**src/rtl/sar_adc_pkg.sv**
```systemverilog
// Shared types and sizing helpers for the SAR ADC host-side sequencer.
package sar_adc_pkg;

  typedef enum logic [1:0] {
    IDLE = 2'd0,
    TRIG = 2'd1,
    CONV = 2'd2,
    GAP  = 2'd3
  } sar_seq_state_t;

  // Bits needed for a down/up counter that must hold values 0..max_val.
  function automatic int cnt_width(input int max_val);
    return (max_val < 2) ? 1 : $clog2(max_val + 1);
  endfunction

endpackage

```
**src/rtl/sar_out_buf.sv**
```systemverilog
// One-entry valid/ready holding register; a load into an unconsumed entry overwrites it
// and raises a sticky overrun flag (a new overrun beats a simultaneous clear).
module sar_out_buf #(
  parameter int WIDTH = 8
) (
  input  logic             clk,
  input  logic             rst_n,
  input  logic             load_i,
  input  logic [WIDTH-1:0] data_i,
  input  logic             ready_i,
  input  logic             ovr_clr_i,
  output logic [WIDTH-1:0] data_o,
  output logic             valid_o,
  output logic             overrun_o
);

  logic [WIDTH-1:0] data_q, data_d;
  logic             valid_q, valid_d;
  logic             overrun_q, overrun_d;

  always_ff @(posedge clk or negedge rst_n) begin
    if (!rst_n) begin
      data_q    <= '0;
      valid_q   <= 1'b0;
      overrun_q <= 1'b0;
    end else begin
      data_q    <= data_d;
      valid_q   <= valid_d;
      overrun_q <= overrun_d;
    end
  end

  always_comb begin
    data_d    = data_q;
    valid_d   = valid_q;
    overrun_d = overrun_q;
    if (valid_q && ready_i) begin
      valid_d = 1'b0;
    end
    // A load on the acceptance cycle replaces the consumed entry without overrun.
    if (load_i) begin
      valid_d = 1'b1;
      data_d  = data_i;
    end
    if (load_i && valid_q && !ready_i) begin
      overrun_d = 1'b1;
    end else if (ovr_clr_i) begin
      overrun_d = 1'b0;
    end
  end

  assign data_o    = data_q;
  assign valid_o   = valid_q;
  assign overrun_o = overrun_q;

endmodule

```
**src/rtl/sar_adc_sequencer.sv**
```systemverilog
// Issues periodic start pulses to the SAR ADC, captures each result and streams it out.
// Define SAR_SEQ_AVG_EN to average 2**AVG_LOG2 conversions per output sample.
module sar_adc_sequencer
  import sar_adc_pkg::*;
#(
  parameter int ADC_WIDTH = 8,
  parameter int PERIOD    = 16,
  parameter int TIMEOUT   = 20,
  parameter int AVG_LOG2  = 2
) (
  input  logic                 clk,
  input  logic                 rst_n,
  input  logic                 enable,
  output logic                 adc_start,
  input  logic                 adc_eoc,
  input  logic                 adc_den,
  input  logic [ADC_WIDTH-1:0] adc_dout,
  output logic [ADC_WIDTH-1:0] out_data,
  output logic                 out_valid,
  input  logic                 out_ready,
  output logic                 overrun,
  input  logic                 ovr_clr,
  output logic                 timeout
);

`ifdef SAR_SEQ_AVG_EN
  localparam int AVG_ON = 1;
`else
  localparam int AVG_ON = 0;
`endif

  // Without averaging the shift collapses to 0: one capture per sample, no accumulation.
  localparam int AVG_SHIFT = AVG_ON * AVG_LOG2;
  localparam int ACC_W     = ADC_WIDTH + AVG_SHIFT;
  localparam int PCNT_W    = cnt_width(PERIOD - 1);
  localparam int TCNT_W    = cnt_width(TIMEOUT - 1);
  localparam int ACNT_W    = AVG_SHIFT + 1;

  localparam logic [PCNT_W-1:0] PERIOD_LOAD = PCNT_W'(PERIOD - 1);
  localparam logic [TCNT_W-1:0] TMO_LAST    = TCNT_W'(TIMEOUT - 1);
  localparam logic [ACNT_W-1:0] AVG_LAST    = ACNT_W'((1 << AVG_SHIFT) - 1);

  sar_seq_state_t    state_q, state_d;
  logic [PCNT_W-1:0] pcnt_q, pcnt_d;
  logic [TCNT_W-1:0] tcnt_q, tcnt_d;
  logic [ACC_W-1:0]  acc_q, acc_d;
  logic [ACNT_W-1:0] avg_cnt_q, avg_cnt_d;

  logic [ACC_W-1:0]     acc_sum;
  logic                 avg_last;
  logic                 buf_load;
  logic [ADC_WIDTH-1:0] buf_data;

  assign acc_sum  = acc_q + ACC_W'(adc_dout);
  assign avg_last = (avg_cnt_q == AVG_LAST);
  assign buf_load = (state_q == CONV) && adc_den && avg_last;
  assign buf_data = acc_sum[ACC_W-1:AVG_SHIFT];

  always_ff @(posedge clk or negedge rst_n) begin
    if (!rst_n) begin
      state_q   <= IDLE;
      pcnt_q    <= '0;
      tcnt_q    <= '0;
      acc_q     <= '0;
      avg_cnt_q <= '0;
    end else begin
      state_q   <= state_d;
      pcnt_q    <= pcnt_d;
      tcnt_q    <= tcnt_d;
      acc_q     <= acc_d;
      avg_cnt_q <= avg_cnt_d;
    end
  end

  always_comb begin
    state_d   = state_q;
    pcnt_d    = (pcnt_q != '0) ? pcnt_q - PCNT_W'(1) : pcnt_q;
    tcnt_d    = tcnt_q;
    acc_d     = acc_q;
    avg_cnt_d = avg_cnt_q;
    adc_start = 1'b0;
    timeout   = 1'b0;
    unique case (state_q)
      IDLE: begin
        if (enable && adc_eoc) state_d = TRIG;
      end
      TRIG: begin
        adc_start = 1'b1;
        pcnt_d    = PERIOD_LOAD;
        tcnt_d    = '0;
        state_d   = CONV;
      end
      CONV: begin
        if (adc_den) begin
          state_d = GAP;
          if (avg_last) begin
            acc_d     = '0;
            avg_cnt_d = '0;
          end else begin
            acc_d     = acc_sum;
            avg_cnt_d = avg_cnt_q + ACNT_W'(1);
          end
        end else if (tcnt_q == TMO_LAST) begin
          // Abandoned conversion: any partial average is discarded as well.
          timeout   = 1'b1;
          state_d   = GAP;
          acc_d     = '0;
          avg_cnt_d = '0;
        end else begin
          tcnt_d = tcnt_q + TCNT_W'(1);
        end
      end
      GAP: begin
        // Leave when the counter hits 0 on this edge so start-to-start equals PERIOD.
        if (pcnt_q <= PCNT_W'(1)) begin
          state_d = (enable && adc_eoc) ? TRIG : IDLE;
        end
      end
      default: state_d = IDLE;
    endcase
  end

  sar_out_buf #(
    .WIDTH(ADC_WIDTH)
  ) u_out_buf (
    .clk      (clk),
    .rst_n    (rst_n),
    .load_i   (buf_load),
    .data_i   (buf_data),
    .ready_i  (out_ready),
    .ovr_clr_i(ovr_clr),
    .data_o   (out_data),
    .valid_o  (out_valid),
    .overrun_o(overrun)
  );

endmodule

```
**config.mk**
```make
export PLATFORM = sky130hd
export DESIGN_NAME = sar_adc_sequencer
export DESIGN_NICKNAME = d
export VERILOG_FILES = /design/src/rtl/sar_adc_pkg.sv /design/src/rtl/sar_out_buf.sv /design/src/rtl/sar_adc_sequencer.sv
export SDC_FILE = /design/constraint.sdc
export NUM_CORES = 1
export LEC_CHECK = 0
export BUFFER_PORTS_ARGS = -buffer_cell sky130_fd_sc_hd__buf_2
export CORE_MARGIN = 1.5
export CORE_UTILIZATION = 45
export DETAILED_ROUTE_END_ITERATION = 10
export PLACE_DENSITY = 0.67
export SETUP_SLACK_MARGIN = 0.02
export SYNTH_ARGS = -nofsm -noshare
export SYNTH_HDL_FRONTEND = slang
export SYNTH_SLANG_ARGS = --single-unit
```
**constraint.sdc**
```tcl
create_clock -name clk -period 2.54 [get_ports clk]
set_input_delay 0.762 -clock clk [delete_from_list [all_inputs] [get_ports clk]]
set_output_delay 0.762 -clock clk [all_outputs]
set_load 0.01 [all_outputs]
```
[Word level (Yosys, flattened, before mapping)]
Cells that the tools add are included.
Storage, ports and cells
  register bits after elaboration: 30
  bits of input ports: 15
  output and inout bits: 12
Cells by class
  $add $sub $neg: 4
  order comparisons: 1
  equal/unequal tests: 9
  multiplexer cells: 25
  bitwise logic cells: 1
  reductions and logical operators: 17
Operator list (number)
  8-bit two-way mux: 3
  1-bit two-way mux: 12
  5-bit two-way mux: 2
  5-bit case mux with 2 select lines: 1
  2-bit nonzero test: 5
  8-bit adder: 1
  2-bit two-way mux: 4
  4-bit two-way mux: 2
  2-bit inequality test, second input constant: 4
  2-bit case mux with 4 select lines: 1
  1-bit logical AND: 6
  3-bit AND reduction: 2
  5-bit by 1-bit adder with 5-bit output, second input constant: 1
  5-bit == test, second input constant: 1
  2-bit == test, second input constant: 2
  4-bit by 1-bit less-or-equal comparator with 1-bit output, second input constant: 1
  4-bit nonzero test: 1
  4-bit by 1-bit subtractor with 4-bit output, second input constant: 1
  3-bit by 2-bit inequality test with 1-bit output, second input constant: 1
  2-bit by 1-bit == test with 1-bit output, second input constant: 1
  2-bit zero test: 1
  2-bit AND reduction: 1
  1-bit adder, second input constant: 1
  1-bit zero test: 1
  1-bit inverter: 1

[Depth between registers and ports, before layout]
  word-level depth: 6
  gate-level depth with buffers: 6
  gate-level depth less buffers: 6

[Modules after synthesis]
Synthesis repeated with hierarchy kept, for this count alone.
Unflattened totals
  cells, all modules: 91
  area, all modules: 1123.6 um2
By module, submodules not included
  sar_adc_sequencer: times used 1, cells each 68, area each 714.4 um2, sequential area each 275.3 um2
  sar_out_buf: times used 1, cells each 23, area each 409.1 um2, sequential area each 250.2 um2

[Worst setup path before layout]
OpenSTA, ideal clock, no wires.
  kind: register to output
  start point: register state_q[0]
  end point: output timeout
  data arrival time: 1.071 ns
  slack: 0.707 ns
  cell stages (with the launch flop): 5
  path buffers: 0
  cell sequence: dfrtp_1 > inv_1 > ha_1 > inv_1 > nor3_1
On the way
  longest elaborated chain between the ends: 2
RTL lines
  start: declaration: RTL line sar_adc_sequencer.sv:43  | sar_seq_state_t state_q, state_d;
  start signal: assignment: RTL line sar_adc_sequencer.sv:67  | state_q <= state_d;
  2-bit == test: RTL line sar_adc_sequencer.sv:83  | unique case (state_q)
  1-bit two-way mux: RTL line sar_adc_sequencer.sv:83
  end: declaration: RTL line sar_adc_sequencer.sv:23  | output logic timeout
No other way between the ends.

[Worst setup path in the final report]
Same ends and word-level chain as after synthesis.

==> key figures <==
Status
  – Status: finished clean

Synth
  – Synthesized area: 1070 µm²
  – YS warnings: 0
  – Synth Area per Inst: around 12 µm²
  – Post-Synth Adder-Cell Area: a little under a tenth
  – Largest family of logic cells by synthesized area: simple AND/OR/NAND/NOR gates
  – Register area share after synthesis: 49.12%
  – Synth Register Bits: 21
  – Cell variety after synth: 27
  – Cells after Synth: 90
  – Post-Synth XOR/XNOR Area: under 10%
  – Syn nets: ~110
  – Synth Area in Simple Gates: between 10% and 20%
  – Synth Area in Compound Gates: 7.953%
  – Synth area leaders: dfrtp_1 49%, ha_1 9.4%, mux2_1 8.4%
  – Mux share of post-synthesis cell area: 9.825%
  – Synth top area share: 49.12%
  – Largest area contributor in the netlist: dfrtp_1

Global route
  – Initial antenna violation count: 0
  – Number of global-route vias before repair: 764
  – Largest net degree at the start of global routing: 22
  – First-pass GRT wire length: approximately 3100 µm
  – Grt ovf: 0
  – GRT Total Usage: between 15 and 20%

Timing
  – # setup viols final: 0
  – Setup_tns: 0 ns
  – Relative slew slack: roughly 70%
  – Slew @ Worst Pin: 0.4574 ns
  – Hold Fails Final Rpt: 0
  – Max-slew violation total from the final report: 0
  – Max Clk Rate: 446.1 MHz
  – Tmin final: 2.242 ns
  – Final setup margin: 0.2982 ns
  – Final hold slack: just under 0.4 ns
  – Period Utilization, post-route: 88.26%
  – RSZ-0062 raised after global routing: no
  – Clk_skew: 0.002212 ns

Setup path
  – WP data required: 1.78 ns
  – Worst r2r path cells: 6
  – Worst EP arrival: 1.48 ns
  – Worst r2r dst: state_q[1]$_DFFE_PN0P_
  – Critical Path End Type: output port
  – Worst setup SP type: register
  – CP startpoint: state_q[0]$_DFFE_PN0P_
  – Worst setup path endpoint: timeout
  – Worst r2r src: state_q[0]$_DFFE_PN0P_
  – Reg2reg setup slack: 0.98 ns
  – Kind of critical path: reg -> out
  – Worst-path maximum fanout: 5

Final layout
  – Fin nets: 144
  – Commonest non-fill, non-tap cells in the layout: 26 x buf_2, 21 x dfrtp_1, 9 x nand2_1
  – Share of layout cells above drive strength 1: 30.00%
  – Commonest non-fill, non-tap cell in the layout: buf_2
  – P&R area growth vs syn: 18.01%
  – Diode count: 0

Placement
  – Input/output buffers: 26
  – DP Worst Slack: approximately 0.6 ns
  – RD Place Congestion: 0.7065
  – Post-DP HPWL: 1398 µm

CTS
  – CTS clock-pin slew for the worst setup and hold paths: 0.11 ns
  – Clk buf depth: 2
  – CTS Root Cell: clkbuf_4
  – Clk_lat worst skew: around 0.30 ns
  – Clk sink count: 21
  – Num CTS Buffers: 3
  – CTS resizes: 0
  – Max H-tree Level: 1
  – CTS tree: built
  – # hold bufs at CTS: 0
  – Setup Fix Bufs, Post-CTS: 0

Power
  – Total power per unit cell area: 1107 nW/µm²
  – Leakage: ~0.6 nW
  – VDD IR-drop max: roughly 0.53 mV

Drt
  – Total Wirelength: about 1800 µm
  – Vias: 738
  – DRC: 0
  – Metal3 WL: 43 µm
  – Wirelength per Cell: around 12 µm
  – M1 wire length: 863 µm
  – Top Layer Used: met3
  – Post-route ant nets: 0
  – Vias per inst: around 5.0
  – Detailed Routing Iterations Pass 1: 3
  – Initial DRC Count: 8
  – Met2 Wirelength: 908 µm

Die
  – Initial core utilization: 47.90%
  – Number of I/O pins: 27
  – Core ar.: 2233 µm²
  – Die area: 2679 µm²
  – Die H: 51.76 µm
  – Die W: 51.76 µm
  – FP Rows: 17

Worst hold path
  – Hold crit path type: in -> async

Flow run
  – Max cap viols: 0
[sequential cells by signal, summed over array words and instances (netlist names)]
| signal | flops |
|---|---|
| tcnt_q | 5 |
| u_out_buf.valid_o | 1 |
| u_out_buf.overrun_o | 1 |
| state_q | 2 |
| u_out_buf.data_o | 8 |
| pcnt_q | 4 |
[synthesized netlist by cell type]
cell,number
a21oi_1,4
and2b_1,1
dfrtp_1,21
ha_1,8
inv_1,7
mux2_1,8
mux2_4,1
nand2_1,9
nand2_4,1
nand2b_1,3
nand3_1,6
nand3_4,1
nand3b_1,1
nand4_1,2
nand4b_1,1
nand4bb_4,1
nor2_2,1
nor3_1,1
o21ai_1,3
o22ai_1,2
o2bb2ai_1,1
o31ai_1,1
o31ai_4,1
or3_1,1
or3b_1,1
xnor2_1,1
xor2_1,2
[logic make-up after synthesis]
group | count (synthesis)
AND/OR/NAND/NOR | 30
flip-flops | 21
AO/OA/AOI/OAI | 12
multiplexers | 9
adder cells (fa/ha/maj) | 8
buffers and inverters | 7
XOR/XNOR | 3
[power by group]
part | switching (mW) | internal, mW | total [mW]
sequential | 0.118 | 0.483 | 0.601
combinational | 0.333 | 0.307 | 0.640
clock | 0.0978 | 0.0586 | 0.156
[worst min-delay path by stage]
stage / startpoint / end / depth (start not counted)
6_report: rst_n / u_out_buf.overrun_o$_DFFE_PN0P_ / 1
5_1_grt: rst_n / u_out_buf.overrun_o$_DFFE_PN0P_ / 1
4_1_cts: rst_n / u_out_buf.overrun_o$_DFFE_PN0P_ / 1
3_5_place_dp: u_out_buf.data_o[4]$_DFFE_PN0P_ / u_out_buf.data_o[4]$_DFFE_PN0P_ / 1
3_3_place_gp: u_out_buf.data_o[1]$_DFFE_PN0P_ / u_out_buf.data_o[1]$_DFFE_PN0P_ / 1
2_1_floorplan: rst_n / pcnt_q[0]$_DFFE_PN0P_ / 0
[worst max-delay path: stages (launching register included)]
cell and delay, ns:
dfrtp_1 0.43, inv_1 0.13, ha_1 0.19, inv_1 0.09, nor3_1 0.18, buf_2 0.15
[per-layer routing]
| metal | up-vias | global-route usage [%] |
|---|---|---|
| met5 | - | 0 |
| met4 | 0 | 6.579 |
| met3 | 0 | 2.586 |
| met2 | 10 | 26.50 |
| met1 | 354 | 19.29 |
| li1 | 374 | - |
[cell type report]
type | instances | area (µm²)
clock buffer | 3 | 22.52
clock inverter | 1 | 5.005
fill | 208 | 970.9
inverter | 7 | 26.28
multi-input combinational | 62 | 518.0
sequential | 21 | 525.5
tap | 28 | 35.03
timing repair buffer | 26 | 130.1
[metrics by stage]
step	instance area [µm²]	util, %	power (mW)	std cells
3_3_place_gp	1235	55.29	1.228	144
5_1_grt	1262	56.53	1.520	148
6_report	1262	56.53	1.397	148
3_5_place_dp	1235	55.29	1.256	144
4_1_cts	1262	56.53	1.419	148
2_1_floorplan	1070	-	1.058	90
(Power assumes the default switching activity.)
